## src/rtl/inert_seq_pkg.sv

```systemverilog
// Shared types and constants for the inertial-interface transaction sequencer.
package inert_seq_pkg;

   // Sequencer states: power-up wait, config writes, then yaw low/high reads per INT
   typedef enum logic [2:0] {
      StWaitInit,
      StCfgWr,
      StCfgWt,
      StIdle,
      StRdL,
      StRdLWt,
      StRdH,
      StRdHWt
   } state_e;

   // Configuration writes, issued in table order after power-up
   localparam logic [15:0] CFG_INT = 16'h0D02;  // INT pin on gyro data-ready
   localparam logic [15:0] CFG_ODR = 16'h1160;  // gyro ODR 416 Hz
   localparam logic [15:0] CFG_RND = 16'h1440;  // register rounding

   // Read commands for yaw-rate output registers
   localparam logic [15:0] RD_YAWL = 16'hA600;
   localparam logic [15:0] RD_YAWH = 16'hA700;

   localparam logic [15:0] INIT_WAIT_DFLT = 16'hFFFF;
   localparam logic [11:0] TIMEOUT_DFLT   = 12'd2048;

   // Config table lookup by write index
   function automatic logic [15:0] cfg_cmd(input logic [1:0] idx);
      case (idx)
         2'd0:    cfg_cmd = CFG_INT;
         2'd1:    cfg_cmd = CFG_ODR;
         default: cfg_cmd = CFG_RND;
      endcase
   endfunction

endpackage

```

## src/rtl/inert_seq_sync2.sv

```systemverilog
// Two-flop synchronizer (sync2) for the asynchronous sensor INT line.
module inert_seq_sync2 (
   input  logic clk,
   input  logic rst,
   input  logic d,
   output logic q
);

   logic ff1_q;
   logic ff2_q;

   // Shift the async input through two flops; both clear on reset
   always_ff @(posedge clk) begin
      if (rst) begin
         ff1_q <= 1'b0;
         ff2_q <= 1'b0;
      end else begin
         ff1_q <= d;
         ff2_q <= ff1_q;
      end
   end

   assign q = ff2_q;

endmodule

```

## src/rtl/inert_seq.sv

```systemverilog
// Gyro transaction sequencer: power-up wait, three config writes, then a yaw
// low/high read pair per data-ready. Sole driver of the SPI monarch command port.
// Optional SPI watchdog: define INERT_SPI_WDOG_EN.
module inert_seq
   import inert_seq_pkg::*;
#(
   parameter logic [15:0] INIT_WAIT = INIT_WAIT_DFLT
`ifdef INERT_SPI_WDOG_EN
   ,
   parameter logic [11:0] TIMEOUT   = TIMEOUT_DFLT
`endif
) (
   input  logic        clk,
   input  logic        rst,
   input  logic        INT,
   input  logic        spi_done,
   input  logic [7:0]  spi_rd_data,
   output logic        spi_wrt,
   output logic [15:0] spi_cmd,
   output logic [15:0] yaw_rt,
   output logic        vld,
   output logic        init_done,
   output logic        err
);

   logic int_ff2;

   inert_seq_sync2 u_sync2 (
      .clk (clk),
      .rst (rst),
      .d   (INT),
      .q   (int_ff2)
   );

   state_e      state_q, state_d;
   logic [15:0] timer_q, timer_d;
   logic [1:0]  idx_q, idx_d;
   logic        wrt_q, wrt_d;
   logic [15:0] cmd_q, cmd_d;
   logic [7:0]  low_q, low_d;
   logic [15:0] yaw_q, yaw_d;
   logic        vld_q, vld_d;
   logic        init_q, init_d;
`ifdef INERT_SPI_WDOG_EN
   logic [11:0] wd_q, wd_d;
   logic        err_q, err_d;
`endif

   // Next-state and registered-output logic; pulses default low every cycle
   always_comb begin
      state_d = state_q;
      timer_d = timer_q;
      idx_d   = idx_q;
      wrt_d   = 1'b0;
      cmd_d   = cmd_q;
      low_d   = low_q;
      yaw_d   = yaw_q;
      vld_d   = 1'b0;
      init_d  = init_q;
`ifdef INERT_SPI_WDOG_EN
      wd_d    = wd_q;
      err_d   = 1'b0;
`endif
      unique case (state_q)
         StWaitInit: begin
            if (timer_q == INIT_WAIT) begin
               state_d = StCfgWr;
               idx_d   = 2'd0;
            end else begin
               timer_d = timer_q + 16'd1;
            end
         end
         StCfgWr: begin
            wrt_d   = 1'b1;
            cmd_d   = cfg_cmd(idx_q);
            state_d = StCfgWt;
         end
         StCfgWt: begin
            if (spi_done) begin
               if (idx_q == 2'd2) begin
                  init_d  = 1'b1;
                  state_d = StIdle;
               end else begin
                  idx_d   = idx_q + 2'd1;
                  state_d = StCfgWr;
               end
            end
         end
         StIdle: begin
            if (int_ff2) state_d = StRdL;
         end
         StRdL: begin
            wrt_d   = 1'b1;
            cmd_d   = RD_YAWL;
            state_d = StRdLWt;
         end
         StRdLWt: begin
            if (spi_done) begin
               low_d   = spi_rd_data;
               state_d = StRdH;
            end
         end
         StRdH: begin
            wrt_d   = 1'b1;
            cmd_d   = RD_YAWH;
            state_d = StRdHWt;
         end
         StRdHWt: begin
            if (spi_done) begin
               yaw_d   = {spi_rd_data, low_q};
               vld_d   = 1'b1;
               state_d = StIdle;
            end
         end
         default: state_d = StWaitInit;
      endcase
`ifdef INERT_SPI_WDOG_EN
      // Counter restarts with each transaction; a stalled wait abandons the transaction
      if (wrt_d) begin
         wd_d = 12'd0;
      end else if (state_q inside {StCfgWt, StRdLWt, StRdHWt}) begin
         if (!spi_done && (wd_q == TIMEOUT - 12'd1)) begin
            err_d   = 1'b1;
            state_d = init_q ? StIdle : StCfgWr;
         end else begin
            wd_d = wd_q + 12'd1;
         end
      end
`endif
   end

   // State and output registers with synchronous reset
   always_ff @(posedge clk) begin
      if (rst) begin
         state_q <= StWaitInit;
         timer_q <= 16'd0;
         idx_q   <= 2'd0;
         wrt_q   <= 1'b0;
         cmd_q   <= 16'd0;
         low_q   <= 8'd0;
         yaw_q   <= 16'd0;
         vld_q   <= 1'b0;
         init_q  <= 1'b0;
      end else begin
         state_q <= state_d;
         timer_q <= timer_d;
         idx_q   <= idx_d;
         wrt_q   <= wrt_d;
         cmd_q   <= cmd_d;
         low_q   <= low_d;
         yaw_q   <= yaw_d;
         vld_q   <= vld_d;
         init_q  <= init_d;
      end
   end

`ifdef INERT_SPI_WDOG_EN
   // Watchdog counter and error pulse registers
   always_ff @(posedge clk) begin
      if (rst) begin
         wd_q  <= 12'd0;
         err_q <= 1'b0;
      end else begin
         wd_q  <= wd_d;
         err_q <= err_d;
      end
   end

   assign err = err_q;
`else
   assign err = 1'b0;
`endif

   assign spi_wrt   = wrt_q;
   assign spi_cmd   = cmd_q;
   assign yaw_rt    = yaw_q;
   assign vld       = vld_q;
   assign init_done = init_q;

endmodule

```

## config.mk

```make
export PLATFORM = sky130hd
export DESIGN_NAME = inert_seq
export DESIGN_NICKNAME = d
export VERILOG_FILES = /design/src/rtl/inert_seq_pkg.sv /design/src/rtl/inert_seq_sync2.sv /design/src/rtl/inert_seq.sv
export SDC_FILE = /design/constraint.sdc
export NUM_CORES = 1
export LEC_CHECK = 0
export ABC_AREA = 1
export CAP_MARGIN = 20
export CORE_MARGIN = 1
export CORE_UTILIZATION = 25
export CTS_BUF_LIST = sky130_fd_sc_hd__clkbuf_2
export DETAILED_ROUTE_END_ITERATION = 8
export GPL_TIMING_DRIVEN = 1
export HOLD_SLACK_MARGIN = 0.08
export MAX_ROUTING_LAYER = met4
export PLACE_DENSITY = 0.57
export SYNTH_ARGS = -nofsm -noshare
export SYNTH_HDL_FRONTEND = slang
export SYNTH_HIERARCHICAL = 1
export SYNTH_SLANG_ARGS = --single-unit
```

## constraint.sdc

```tcl
create_clock -name clk -period 1.5 [get_ports clk]
set_clock_uncertainty 0.05 [all_clocks]
set_input_delay 0.15 -clock clk [delete_from_list [all_inputs] [get_ports clk]]
set_output_delay 0.15 -clock clk [all_outputs]
set_load 0.01 [all_outputs]
```

==> metrics.md <==
| Metric | Value |
|---|---|
| Status | `finished with violations` |
| Failing checks | `setup timing` |
| Crit Path Max Fanout | `6` |
| Max-slew violation count | `0` |
| Area of the multi-input gates | `~1300 sq um` |
| Setup WS post-layout | `-30.8 ps` |
| Endpoint class of the critical path | `flop` |
| Top Family by Delay on Critical Path | `flip-flops` |
| Starting density of the core | `26.0%` |
| Synth Area in Simple Gates | `approximately 29%` |
| Yosys Warn Count | `6` |
| CTS Root Cell | `clkbuf_2` |
| Top Metal Used | `met4` |
| Post-synthesis xor/xnor area fraction | `2.40%` |
| H-tree Lvls | `2` |
| Nets@finish | `about 440` |
| Pwr Density | `648 nW/um^2` |
| Port buffer count | `40` |
| Reg-to-reg startpoint | `timer_q[1]` |
| Mux contribution to synthesized area | `0%` |
| Die height | `103 um` |
| Overall routed net length | `5930 um` |
| Sum Neg Setup Slack | `-75.8 ps` |
| WP data arrival | `1860 ps` |
| Layout area overhead | `36.8%` |
| Slowest CP cell | `dfxtp_2` |
| R2r endpoint | `timer_q[9]` |
| Leak | `roughly 0.0015 uW` |
| Hold Path Stages | `3` |
| TritonCTS Buffers | `5` |
| Largest net degree at the start of global routing | `34` |
| Hold Crit Class | `primary input to flop` |
| Post-route minimum period | `roughly 1500 ps` |
| Initial antenna violation count | `0` |
| Placer Congestion | `roughly 0.81` |
| Critical Path Stages | `9` |
| Tcrit/Tclk final | `102%` |
| Slowest stage delay, CP | `410 ps` |
| Critical Path Source Type | `flop` |
| CTS tree | `done` |
| Met2 Routed Length | `between 2000 and 3000 um` |
| IO Pins | `48` |
| Worst hold margin | `122 ps` |
| Worst VDD drop | `314 uV` |
| Seq/Total Area, Yosys | `43.9%` |
| Hold Vio Cnt, Final | `0` |
| CP Class | `flop to flop` |
| Storage element area | `about 1200 sq um` |
| 1st-iter DRT viols | `121` |
| Fmax | `0.653 GHz` |
| Clock slew at reported path FFs | `between 200 and 300 ps` |
| Clock Path Buffers | `2` |
| Min-delay src | `INT` |
| Core area | `9820 sq um` |
| Grt total ovfl | `0` |
| Die Area | `10600 sq um` |
| Met3 wire length | `between 100 and 150 um` |
| Buffer and inverter count on the worst path | `3` |
| Clk_lat worst skew | `460 ps` |
| Vias in the first global route | `2232` |
| Adder-cell share of the synthesized area | `2.45%` |
| Drt wl/cell | `10.6 um` |
| Avg Inst Size Synth | `~7.3 sq um` |
| Worst r2r path cells | `9` |
| Hold endpoint | `u_sync2/ff1_q` |
| R2R Setup Slk | `-30 ps` |
| RSZ-0062 raised after global routing | `true` |
| Die width | `103 um` |
| Vias/cell | `4.25` |
| Combinational family with the most area after synthesis | `simple AND/OR/NAND/NOR gates` |
| Cell variety after synth | `29` |
| Cell row count | `36` |
| Gate Count Post-Synth | `349` |
| First-pass iteration count of the detailed router | `4` |
| Crit path required time | `1830 ps` |
| Post-DP HPWL | `4230 um` |
| Max-cap viol count | `0` |
| Metal-1 WL | `2750 um` |
| Diodes inserted | `0` |
| Routed via count | `2372` |
| Global-route wire length before repair | `about 10000 um` |
| Hold_buf cts | `0` |
| Share of layout cells above drive strength 1 | `28.2%` |
| Filler cell count in the final layout | `1075` |
| Endpoints failing setup | `6` |
| #FFs+latches synth | `56` |
| Compound-gate portion of the synthesized area | `12.5%` |
| Total track usage | `12.3%` |
| Antenna-violating nets left | `0` |
| Synthesized area | `approximately 2600 sq um` |
| Clk sinks | `between 50 and 60` |
| Residual DRC | `0` |
| Cell chain of the critical path | `ha_2, inv_2, nor2_4, nand2_2, o21ai_4, buf_12, clkinvlp_4, o21ai_1, a21oi_1` |
[metal layers]
layer / track usage [%] / up-vias
li1: - / 1245
met1: 14.7 / 1090
met2: 21.4 / 31
met3: 1.42 / 6
met4: 3.90 / 0
met5: - / -
[placed cells by master (no fill, tap or decap), types with 2 or more instances in the layout]
| master | netlist | layout |
|---|---|---|
| nor3_4 | 2 | 2 |
| a21oi_1 | 23 | 22 |
| dfxtp_2 | 0 | 34 |
| nand2_2 | 7 | 11 |
| clkinvlp_4 | 0 | 4 |
| nor2_1 | 81 | 75 |
| clkbuf_2 | 0 | 6 |
| dlygate4sd2_1 | 0 | 27 |
| xor2_1 | 4 | 4 |
| nor3_1 | 3 | 3 |
| clkdlybuf4s50_1 | 0 | 11 |
| nand2_1 | 56 | 52 |
| conb_1 | 1 | 7 |
| dfxtp_1 | 56 | 22 |
| nand4_1 | 6 | 6 |
| ha_1 | 5 | 4 |
| o21ai_1 | 1 | 3 |
| xnor2_1 | 3 | 2 |
| nand3_1 | 9 | 7 |
| inv_2 | 1 | 2 |
| nor2_2 | 1 | 7 |
| inv_1 | 26 | 24 |
| buf_4 | 11 | 40 |
| nor2_4 | 2 | 2 |
| nand3_2 | 0 | 2 |
| buf_12 | 0 | 3 |
| o21ai_0 | 34 | 32 |
[kinds of logic after synthesis]
kind of cell | count (synthesis)
and+or+nand+nor | 169
AOI/OAI and AO/OA | 61
other | 1
DFF | 56
buffers and inverters | 50
xor gates and xnor gates | 7
adders and majority gates | 5
[area by class of cell]
cell class                 instances  share of cell area [%]
inverter                          27                    3.01
clock inverter                     3                   0.752
multi-input combinational        249                    35.9
timing repair buffer              84                    21.4
tap                              133                    4.76
sequential                        56                    33.3
timing repair inverter             1                   0.215
clock buffer                       5                   0.716
[flip-flops by register name, indices dropped and copies added (netlist names), 2 cells and up]
| signal | count |
|---|---|
| yaw_rt | 16 |
| low_q | 8 |
| timer_q | 16 |
| spi_cmd | 6 |
| state_q | 3 |
| idx_q | 2 |
[through the flow]
step	utilization (%)	total power, uW	worst slack (ps)	cells	area, sq um
after floorplan	-	1600	38.5	355	2580
after global placement	33.3	1650	18.4	541	3270
after detailed placement	33.3	1660	-19.0	541	3270
after CTS	34.8	2300	12.3	557	3420
after global routing	35.6	2390	-108	558	3500
final	35.6	2270	-30.8	558	3500
[timing repair]
item | CTS | global route
gates resized for setup | 69 | 21
cloned | 1 | 1
endpoints found under the setup margin | 42 | 33
pin swaps | 3 | 10
hold endpoints to repair | 0 | 0
buffers inserted | 7 | 0
[how the worst max path moves through the flow]
stage	start	to
floorplan	timer_q[0]	timer_q[11]
global placement	timer_q[0]	timer_q[2]
detailed placement	timer_q[1]	timer_q[2]
CTS	spi_cmd[11]	spi_cmd[11]
global route	timer_q[1]	idx_q[0]
finish	timer_q[1]	timer_q[9]
[tightest hold or removal path, cell delays in order]
cell             delay, ps
clkdlybuf4s50_1        390
inv_1                   50
nor2_1                  30
[power breakdown]
group	switching, uW	internal, uW	leakage (uW)
clock	509	126	0.0000271
sequential	5.61	1500	0.000469
combinational	64.4	58.7	0.00102
total	578	1690	0.00151
[Yosys cell counts]
cell type | number | area share [%]
inv_1 | 26 | 3.8
conb_1 | 1 | 0.15
nor3b_1 | 1 | 0.29
nor2_2 | 1 | 0.25
a31oi_1 | 1 | 0.25
nor3_4 | 2 | 1.3
dfxtp_1 | 56 | 44
nor2_1 | 81 | 12
buf_2 | 3 | 0.59
inv_2 | 1 | 0.15
ha_1 | 5 | 2.4
nand2_2 | 7 | 1.7
xor2_1 | 4 | 1.4
nor4_1 | 1 | 0.25
o21ai_0 | 34 | 6.7
buf_4 | 11 | 3.2
buf_1 | 1 | 0.15
nor3_1 | 3 | 0.59
buf_6 | 3 | 1.3
nor2_4 | 2 | 0.88
o21ai_1 | 1 | 0.20
nand2_1 | 56 | 8.2
a211oi_1 | 1 | 0.29
nand4_1 | 6 | 1.5
nand3_1 | 9 | 1.8
o21ai_4 | 1 | 0.64
xnor2_1 | 3 | 1.0
a21oi_1 | 23 | 4.5
clkbuf_1 | 5 | 0.73
Power figures use the tool's default switching activity.
